--- src/rtl/wb_rr_arbiter.sv ---
// rtl/wb_rr_arbiter.sv - round-robin Wishbone B3 arbiter sharing one slave port between NUM_MASTERS masters
//
// Ports:
//   wb_clk, wb_rst_n            bus clock (rising edge), asynchronous active-low reset
//   wbm_*_o (in)                per-master request slices, master i at [i*W +: W]
//   wbm_dat_i (out)             slave read data, broadcast to every master
//   wbm_ack_i/err_i/rty_i (out) per-master responses, only the granted master sees them
//   wbs_*_i (out)               muxed request towards the shared slave
//   wbs_dat_o/ack_o/err_o/rty_o slave response
//   grant (out)                 registered one-hot grant, 0 when idle
//
// Optional feature: define WB_RR_ARB_WATCHDOG_EN to abort transfers the slave
// leaves unanswered for TIMEOUT cycles with a one-cycle error to the master.

module wb_rr_arbiter #(
    parameter int NUM_MASTERS = 4,
    parameter int AW          = 32,
    parameter int DW          = 32,
    parameter int TIMEOUT     = 255
) (
    input  logic                      wb_clk,
    input  logic                      wb_rst_n,
    input  logic [NUM_MASTERS*AW-1:0] wbm_adr_o,
    input  logic [NUM_MASTERS*DW-1:0] wbm_dat_o,
    input  logic [NUM_MASTERS*4-1:0]  wbm_sel_o,
    input  logic [NUM_MASTERS-1:0]    wbm_we_o,
    input  logic [NUM_MASTERS-1:0]    wbm_cyc_o,
    input  logic [NUM_MASTERS-1:0]    wbm_stb_o,
    input  logic [NUM_MASTERS*3-1:0]  wbm_cti_o,
    input  logic [NUM_MASTERS*2-1:0]  wbm_bte_o,
    output logic [DW-1:0]             wbm_dat_i,
    output logic [NUM_MASTERS-1:0]    wbm_ack_i,
    output logic [NUM_MASTERS-1:0]    wbm_err_i,
    output logic [NUM_MASTERS-1:0]    wbm_rty_i,
    output logic [AW-1:0]             wbs_adr_i,
    output logic [DW-1:0]             wbs_dat_i,
    output logic [3:0]                wbs_sel_i,
    output logic                      wbs_we_i,
    output logic                      wbs_cyc_i,
    output logic                      wbs_stb_i,
    output logic [2:0]                wbs_cti_i,
    output logic [1:0]                wbs_bte_i,
    input  logic [DW-1:0]             wbs_dat_o,
    input  logic                      wbs_ack_o,
    input  logic                      wbs_err_o,
    input  logic                      wbs_rty_o,
    output logic [NUM_MASTERS-1:0]    grant
);

    localparam int IW = (NUM_MASTERS > 1) ? $clog2(NUM_MASTERS) : 1;

    if (NUM_MASTERS < 2 || NUM_MASTERS > 8 || TIMEOUT < 1 || TIMEOUT > 65535) begin : g_bad_params
        $error("wb_rr_arbiter: NUM_MASTERS must be 2..8 and TIMEOUT 1..65535");
    end

`ifdef WB_RR_ARB_WATCHDOG_EN
    typedef enum logic [1:0] {IDLE, GRANT, ERR, ABORT} state_t;
`else
    typedef enum logic [0:0] {IDLE, GRANT} state_t;
`endif

    state_t                 state, next_state;
    logic [NUM_MASTERS-1:0] grant_nxt;
    logic [IW-1:0]          last, last_nxt;
    logic [IW-1:0]          scan_idx, pick_idx;
    logic                   pick_valid;
    logic                   gnt_cyc, gnt_stb;

`ifdef WB_RR_ARB_WATCHDOG_EN
    logic [15:0] wd_cnt, wd_cnt_nxt;
    logic        slave_resp;
    assign slave_resp = wbs_ack_o | wbs_err_o | wbs_rty_o;
`endif

    assign gnt_cyc   = |(wbm_cyc_o & grant);
    assign gnt_stb   = |(wbm_stb_o & grant);
    assign wbm_dat_i = wbs_dat_o;

    // Scan downward from last+NUM_MASTERS to last+1 so the last hit, i.e. the
    // nearest requester after the previous owner, wins.
    always_comb begin
        pick_valid = 1'b0;
        pick_idx   = last;
        scan_idx   = last;
        for (int k = NUM_MASTERS; k >= 1; k--) begin
            scan_idx = IW'((int'(last) + k) % NUM_MASTERS);
            if (wbm_cyc_o[scan_idx]) begin
                pick_valid = 1'b1;
                pick_idx   = scan_idx;
            end
        end
    end

    always_ff @(posedge wb_clk or negedge wb_rst_n) begin
        if (!wb_rst_n) begin
            state  <= IDLE;
            grant  <= '0;
            last   <= IW'(NUM_MASTERS - 1);
`ifdef WB_RR_ARB_WATCHDOG_EN
            wd_cnt <= '0;
`endif
        end else begin
            state  <= next_state;
            grant  <= grant_nxt;
            last   <= last_nxt;
`ifdef WB_RR_ARB_WATCHDOG_EN
            wd_cnt <= wd_cnt_nxt;
`endif
        end
    end

    always_comb begin
        next_state = state;
        grant_nxt  = grant;
        last_nxt   = last;
`ifdef WB_RR_ARB_WATCHDOG_EN
        wd_cnt_nxt = wd_cnt;
`endif
        case (state)
            IDLE: begin
`ifdef WB_RR_ARB_WATCHDOG_EN
                wd_cnt_nxt = '0;
`endif
                if (pick_valid) begin
                    next_state          = GRANT;
                    grant_nxt           = '0;
                    grant_nxt[pick_idx] = 1'b1;
                    last_nxt            = pick_idx;
                end
            end
            GRANT: begin
`ifdef WB_RR_ARB_WATCHDOG_EN
                if (slave_resp) begin
                    wd_cnt_nxt = '0;
                end else if (gnt_stb) begin
                    wd_cnt_nxt = wd_cnt + 16'd1;
                end
`endif
                if (!gnt_cyc) begin
                    next_state = IDLE;
                    grant_nxt  = '0;
                end
`ifdef WB_RR_ARB_WATCHDOG_EN
                else if (wd_cnt == 16'(TIMEOUT) && !slave_resp) begin
                    next_state = ERR;
                end
`endif
            end
`ifdef WB_RR_ARB_WATCHDOG_EN
            ERR: begin
                next_state = ABORT;
            end
            ABORT: begin
                // Slave stays isolated until the owner gives up the cycle.
                if (!gnt_cyc) begin
                    next_state = IDLE;
                    grant_nxt  = '0;
                end
            end
`endif
            default: begin
                next_state = IDLE;
                grant_nxt  = '0;
            end
        endcase
    end

    // Request mux and response routing; everything is quiet outside GRANT so a
    // late slave response during error recovery never reaches a master.
    always_comb begin
        wbs_adr_i = '0;
        wbs_dat_i = '0;
        wbs_sel_i = '0;
        wbs_we_i  = 1'b0;
        wbs_cyc_i = 1'b0;
        wbs_stb_i = 1'b0;
        wbs_cti_i = '0;
        wbs_bte_i = '0;
        wbm_ack_i = '0;
        wbm_err_i = '0;
        wbm_rty_i = '0;
        if (state == GRANT) begin
            for (int i = 0; i < NUM_MASTERS; i++) begin
                if (grant[i]) begin
                    wbs_adr_i = wbm_adr_o[i*AW +: AW];
                    wbs_dat_i = wbm_dat_o[i*DW +: DW];
                    wbs_sel_i = wbm_sel_o[i*4 +: 4];
                    wbs_we_i  = wbm_we_o[i];
                    wbs_cyc_i = wbm_cyc_o[i];
                    wbs_stb_i = wbm_stb_o[i];
                    wbs_cti_i = wbm_cti_o[i*3 +: 3];
                    wbs_bte_i = wbm_bte_o[i*2 +: 2];
                end
            end
            wbm_ack_i = grant & {NUM_MASTERS{wbs_ack_o}};
            wbm_err_i = grant & {NUM_MASTERS{wbs_err_o}};
            wbm_rty_i = grant & {NUM_MASTERS{wbs_rty_o}};
        end
`ifdef WB_RR_ARB_WATCHDOG_EN
        if (state == ERR) begin
            wbm_err_i = grant;
        end
`endif
    end

endmodule

--- config.mk ---
export PLATFORM = sky130hd
export DESIGN_NAME = wb_rr_arbiter
export DESIGN_NICKNAME = d
export VERILOG_FILES = /design/src/rtl/wb_rr_arbiter.sv
export SDC_FILE = /design/constraint.sdc
export NUM_CORES = 1
export LEC_CHECK = 0
export ABC_AREA = 1
export BUFFER_PORTS_ARGS = -buffer_cell sky130_fd_sc_hd__buf_2
export CAP_MARGIN = 20
export CORE_AREA = 2 2 183 185
export DETAILED_ROUTE_END_ITERATION = 12
export DIE_AREA = 0 0 185 187
export PLACE_DENSITY_LB_ADDON = 0.2
export REMOVE_ABC_BUFFERS = 1
export SETUP_SLACK_MARGIN = 0.05
export SYNTH_ARGS = -nofsm -noshare
export SYNTH_HDL_FRONTEND = slang
export SYNTH_SLANG_ARGS = --single-unit
--- constraint.sdc ---
create_clock -name wb_clk -period 3.36 [get_ports wb_clk]
set_input_delay 0.336 -clock wb_clk [delete_from_list [all_inputs] [get_ports wb_clk]]
set_output_delay 0.336 -clock wb_clk [all_outputs]
set_load 0.01 [all_outputs]
==> flow_metrics.env, run 1 <==
export IMPL_status="completed"
export IMPL_crit_arrival_ps=2230
export IMPL_total_power_w=0.00326
export IMPL_start_util_pct=10.2
export IMPL_async_flop_share_pct=100
export IMPL_clk_pin_slew_ps=40
export IMPL_ys_warnings_count=0
export IMPL_fin_crit_sh_pct=76.2
export IMPL_synthCells=598
export IMPL_syn_cell_area_um2=3360
export IMPL_grt_overflow=0
export IMPL_cap_violations=0
export IMPL_ys_types=25
export IMPL_path_max_fanout=34
export IMPL_clockBufferDepth=2
export IMPL_cts_resized=0
export IMPL_fin_cells=1375
export IMPL_wl_um=26800
export IMPL_yosysSeqAreaShare_pct=5.29
export IMPL_slew_violations=0
export IMPL_clock_sinks=7
export IMPL_die_h_um=187
export IMPL_worstSetupStartpointType="flip-flop"
export IMPL_post_drt_via_cell_ratio=3.99
export IMPL_grtUsageTotal_pct=14.4
export IMPL_worst_pin_slew_ps=653
export IMPL_ios=465
export IMPL_leakage_nw=2.97
export IMPL_clock_latency_ps=230
export IMPL_hpwl_um=22000
export IMPL_cts_tree="done"
export IMPL_timing_fmax_mhz=390
export IMPL_row_count=67
export IMPL_grt_max_degree=54
export IMPL_grt_pass1_wl_um=36500
export IMPL_drive_gt1_share_pct=49.9
export IMPL_hold_class="in -> async"
export IMPL_grt_pass1_vias=5307
export IMPL_crit_path_end_kind="primary output"
export IMPL_num_vias=5484
export IMPL_synthFlopType="dfrtp_1"
export IMPL_min_period_ps=2560
export IMPL_ant_nets=0
export IMPL_die_area_um2=34600
export IMPL_place_gp_congestion=0.905
export IMPL_drc=0
export IMPL_cts_inserted_buffers=3
export IMPL_setup_viol_count_final=0
export IMPL_final_nets=1268
export IMPL_clock_skew_ps=0.594
export IMPL_r2r_cells=6
export IMPL_required_ps=3020
export IMPL_final_hold_viol_count=0
export IMPL_crit_type="reg -> out"
export IMPL_wire_per_inst_um=19.5
export IMPL_clockRootBuffer="clkbuf_16"
export IMPL_htreeDepth=1
export IMPL_power_density_nw_per_um2=583
export IMPL_slew_headroom_pct=56.4
export IMPL_area_growth_pct=66.5
export IMPL_first_pass_iters=4
export IMPL_syn_mean_instance_area_um2=5.62
export IMPL_drtIter0Drc=162
export IMPL_placed_cells=1369
export IMPL_antenna_found_initial=1
export IMPL_port_buffer_count=400
export IMPL_rsz0062_at_grt="false"
export IMPL_holdWs_ps=474
export IMPL_synth_seq_cells=7
export IMPL_synth_edf_count=0
export IMPL_core_area_um2=32900
export IMPL_ir_drop_mv=0.238
export IMPL_die_width_um=185
==> registers in the layout, summed over array words and instances, names as in the netlist <==
signal and flops:
state 1, last 2, grant 4
==> final cells by class <==
type	instances	area [um^2]
fillers	3918	27300
multi-input cells	484	2530
repair buffers	416	2170
well taps	448	561
flip-flops and latches	7	185
clock buffers	4	78.8
inverters	15	60.1
diodes	1	2.50
==> power by group <==
part	leakage, nW	switching (W)	internal, W
registers	0.0806	0.000155	0.000132
logic	2.85	0.00172	0.00106
clock network	0.0382	0.0000428	0.000158
==> layer usage <==
metal	vias to the layer above	routed length (um)	part of all wire (%)	track usage [%]
met3	24	4500	17	9.81
met4	0	922	3.4	4.58
met2	301	12500	47	24.8
li1	2730	-	-	-
met5	-	0	0	0.429
met1	2429	8930	33	13.6
==> synth_stat cells (2+ instances only) <==
library cell | count | area (um^2)
buf_12 | 3 | 60.1
clkbuf_1 | 32 | 120
nand2_1 | 149 | 559
inv_2 | 5 | 18.8
o21ai_1 | 72 | 360
nor2_1 | 15 | 56.3
dfrtp_1 | 5 | 125
nand3_1 | 28 | 140
dfstp_2 | 2 | 52.6
a22oi_1 | 17 | 128
a21oi_1 | 83 | 415
buf_2 | 15 | 75.1
nand4_1 | 3 | 18.8
inv_1 | 10 | 37.5
buf_4 | 37 | 278
a22oi_2 | 30 | 375
buf_6 | 4 | 45.0
o21ai_0 | 74 | 370
a22o_1 | 8 | 70.1
==> stage by stage <==
| stage | area (um^2) | util [%] | setup TNS (ps) | worst slack, ps |
|---|---|---|---|---|
| floorplan | 2770 | - | -19480 | -332 |
| global placement | 5500 | 16.7 | 0 | 1030 |
| detailed placement | 5500 | 16.7 | 0 | 1010 |
| CTS | 5590 | 17.0 | 0 | 734 |
| global route | 5590 | 17.0 | 0 | 646 |
| finish | 5590 | 17.0 | 0 | 798 |
==> placed cells by master (no fill, tap or decap), drive strengths merged <==
master	n
buf	415
nand2	150
o21ai	146
a21oi	83
a22oi	47
nand3	28
nor2	16
inv	14
a22o	8
dfrtp	5
clkbuf	4
nand4	3
dfstp	2
a21boi	2
diode	1
clkinv	1
o22ai	1
dlygate4sd3	1
==> cell families (layout without fill, tap and decap cells) <==
logic type	count (synthesis)	count (layout)	share of synthesized area [%]
other cells	0	1	0
flops	7	7	5.29
compound gates	287	287	51.8
buf+inv	107	435	19.3
simple gates	197	197	23.6
==> critical path, stage by stage (launching register included) <==
cell and delay [ps]:
dfrtp_4 680, nor2_4 210, buf_4 400, a22oi_1 130, nand2_1 80, o21ai_0 80, a21oi_1 180, buf_2 180
==> timing repair <==
item                                   CTS  global route
hold buffers                             1             0
setup endpoints to repair                0             0
setup buffers                            0             0
endpoints found under the hold margin    5             0
==> path summary, 6_finish.rpt <==
kind | startpoint | endpoint | slack [ps]
min in group wb_clk | wbm_cyc_o[0] | state | 530
worst min-delay path | wb_rst_n | grant[0] | 470
worst max-delay path | grant[1] | wbs_dat_i[8] | 800
max in group asynchronous | wb_rst_n | last[0] | 2660
worst max register to register | state | grant[3] | 1590
worst min register to register | last[1] | last[1] | 560
Power figures use the tool's default switching activity.
==> run 2: changes to the inputs <==
Settings changed: CORE_AREA 2 2 183 185 to 2 2 181 183, DIE_AREA 0 0 185 187 to 0 0 183 185.
Clock period 3.36 ns to 2.3 ns, I/O delays scaled along.
==> run 2 against run 1 <==
Against the previous run: design area rose by 0.22%; die area is 2.1% lower; clock power increased by 46%; critical path type unchanged; largest power group unchanged.
==> flow_metrics.env, run 2 (synthesized netlist as in run 1, its figures left out) <==
export IMPL_core_area_um2=32000
export IMPL_power_frac_seq_pct=5.9
export IMPL_largest_reg_flops=4
export IMPL_slowest_stage="dfrtp_4"
export IMPL_combPwrFrac_pct=88.0
export IMPL_num_vias=5494
export IMPL_cts_inserted_buffers=3
export IMPL_ant_nets=0
export IMPL_reg_top3="grant (4), last (2), state (1)"
export IMPL_clockRootBuffer="clkbuf_16"
export IMPL_fin_crit_sh_pct=88.7
export IMPL_die_width_um=183
export IMPL_crit_type="reg -> out"
export IMPL_fin_ws_ps=260
export IMPL_p_switching_w=0.00277
export IMPL_setup_viol_count_final=0
export IMPL_path_cells="nor2_4 -> buf_12 -> a22oi_1 -> nand2_1 -> o21ai_1 -> a21oi_1 -> buf_2"
export IMPL_hpwl_um=21500
export IMPL_swShare_pct=57.6
export IMPL_wire_per_inst_um=19.4
export IMPL_clock_latency_ps=230
export IMPL_slew_headroom_pct=67.9
export IMPL_clock_skew_ps=1.16
export IMPL_grt_overflow=0
export IMPL_place_gp_congestion=0.912
export IMPL_final_common_cell="buf_2"
export IMPL_antenna_found_initial=3
export IMPL_drc=0
export IMPL_clock_sinks=7
export IMPL_timing_fmax_mhz=490
export IMPL_grt_pass1_wl_um=35100
export IMPL_multi_input_area_um2=2530
export IMPL_clockPowerShare_pct=6.1
export IMPL_final_nets=1269
export IMPL_fillers=3813
export IMPL_path_max_fanout=42
export IMPL_leakage_nw=3.00
export IMPL_post_place_ws_ps=417
export IMPL_clk_pin_slew_ps=40
export IMPL_total_power_w=0.00481
export IMPL_port_buffer_count=400
export IMPL_wl_um=26000
export IMPL_start_util_pct=10.5
export IMPL_power_density_nw_per_um2=858
export IMPL_required_ps=2070
export IMPL_intPower_w=0.00204
export IMPL_grtUsageTotal_pct=14.2
export IMPL_grt_pass1_vias=5235
export IMPL_crit_arrival_ps=1810
export IMPL_post_drt_via_cell_ratio=4.11
export IMPL_cap_violations=0
export IMPL_row_count=66
export IMPL_worstSetupStartpointType="flip-flop"
export IMPL_postCtsSetupBuffers=0
export IMPL_cts_tree="done"
export IMPL_htreeDepth=1
export IMPL_ir_drop_mv=0.342
export IMPL_status="completed"
export IMPL_crit_path_end_kind="primary output"
export IMPL_grt_max_degree=88
export IMPL_worst_pin_slew_ps=482
export IMPL_drtIter0Drc=222
export IMPL_drive_gt1_share_pct=49.9
export IMPL_top_register="grant"
export IMPL_final_hold_viol_count=0
export IMPL_slowest_delay_ps=510
export IMPL_mostFrequentLayoutCells="buf_2 (400), nand2_1 (149), a21oi_1 (83)"
export IMPL_area_growth_pct=66.9
export IMPL_die_area_um2=33900
export IMPL_ios=465
export IMPL_clockBufferDepth=2
export IMPL_min_period_ps=2040
export IMPL_first_pass_iters=4
export IMPL_rsz0062_at_grt="false"
export IMPL_die_h_um=185
export IMPL_hold_class="in -> async"
export IMPL_regArea_um2=185
export IMPL_slew_violations=0
-- run 2: cell count changes in the layout (fill, tap and decap cells not counted), sizes merged --
cell / previous run / this run
buf: 415 / 416
inv: 14 / 15
clkinv: 1 / 0
diode: 1 / 2
-- run 2: per-stage QoR --
stage / util (%) / instance area (um^2) / hold WS (ps) / setup TNS, ps / instances
detailed placement: 17.2 / 5510 / 74.2 / 0 / 1330
global route: 17.5 / 5600 / 408 / 0 / 1335
global placement: 17.2 / 5510 / 73.8 / 0 / 1330
floorplan: - / 2770 / -65.6 / -94870 / 506
CTS: 17.5 / 5600 / 395 / 0 / 1335
finish: 17.5 / 5610 / 387 / 0 / 1337
-- run 2: final timing paths --
path / cells past startpoint / slack (ps) / endpoint / start
worst max register to register: 11 / 670 / grant[2] / last[0]
min in group wb_clk: 5 / 410 / state / wbm_cyc_o[0]
max in group asynchronous: 2 / 1680 / last[1] / wb_rst_n
worst max-delay path: 7 / 260 / wbs_adr_i[29] / grant[1]
worst min register to register: 2 / 560 / last[1] / last[1]
worst min-delay path: 2 / 390 / state / wb_rst_n
-- run 2: metal layers --
metal	up-vias	share of wire [%]	GRT usage, %
met4	4	5.3	6.37
li1	2733	-	-
met5	-	0.58	3.26
met1	2432	35	14.2
met2	277	46	24.2
met3	48	13	7.45
-- run 2: timing repair --
| action | 4_1_cts | 5_1_grt |
|---|---|---|
| gates resized for setup | 0 | 1 |
| hold buffers | 1 | 0 |
| endpoints found under the hold margin | 5 | 0 |
| setup endpoints to repair | 0 | 1 |
-- run 2: layout make-up --
type	instances	share of cell area [%]
Inverter	15	1.05
Multi-Input combinational cell	484	45.2
Sequential cell	7	3.30
Timing Repair Buffer	417	39.9
Tap cell	408	9.11
Antenna cell	2	0.0893
Clock buffer	4	1.41
-- run 2: worst max-delay path: cells and delay by family, from the launching register on --
kind / cells / cell delay, ps
flops: 1 / 510
buf+inv: 2 / 430
compound gates: 3 / 360
simple gates: 2 / 230
-- run 2: power groups by stage --
| stage | Sequential (W) | Clock [W] | Combinational [W] |
|---|---|---|---|
| 3_5_place_dp | 0.000287 | 0 | 0.00429 |
| 4_1_cts | 0.000287 | 0.000296 | 0.00431 |
| 5_1_grt | 0.000298 | 0.000308 | 0.00478 |
| 3_3_place_gp | 0.000289 | 0 | 0.00432 |
| 6_report | 0.000284 | 0.000292 | 0.00423 |
| 2_1_floorplan | 0.000488 | 0 | 0.00219 |
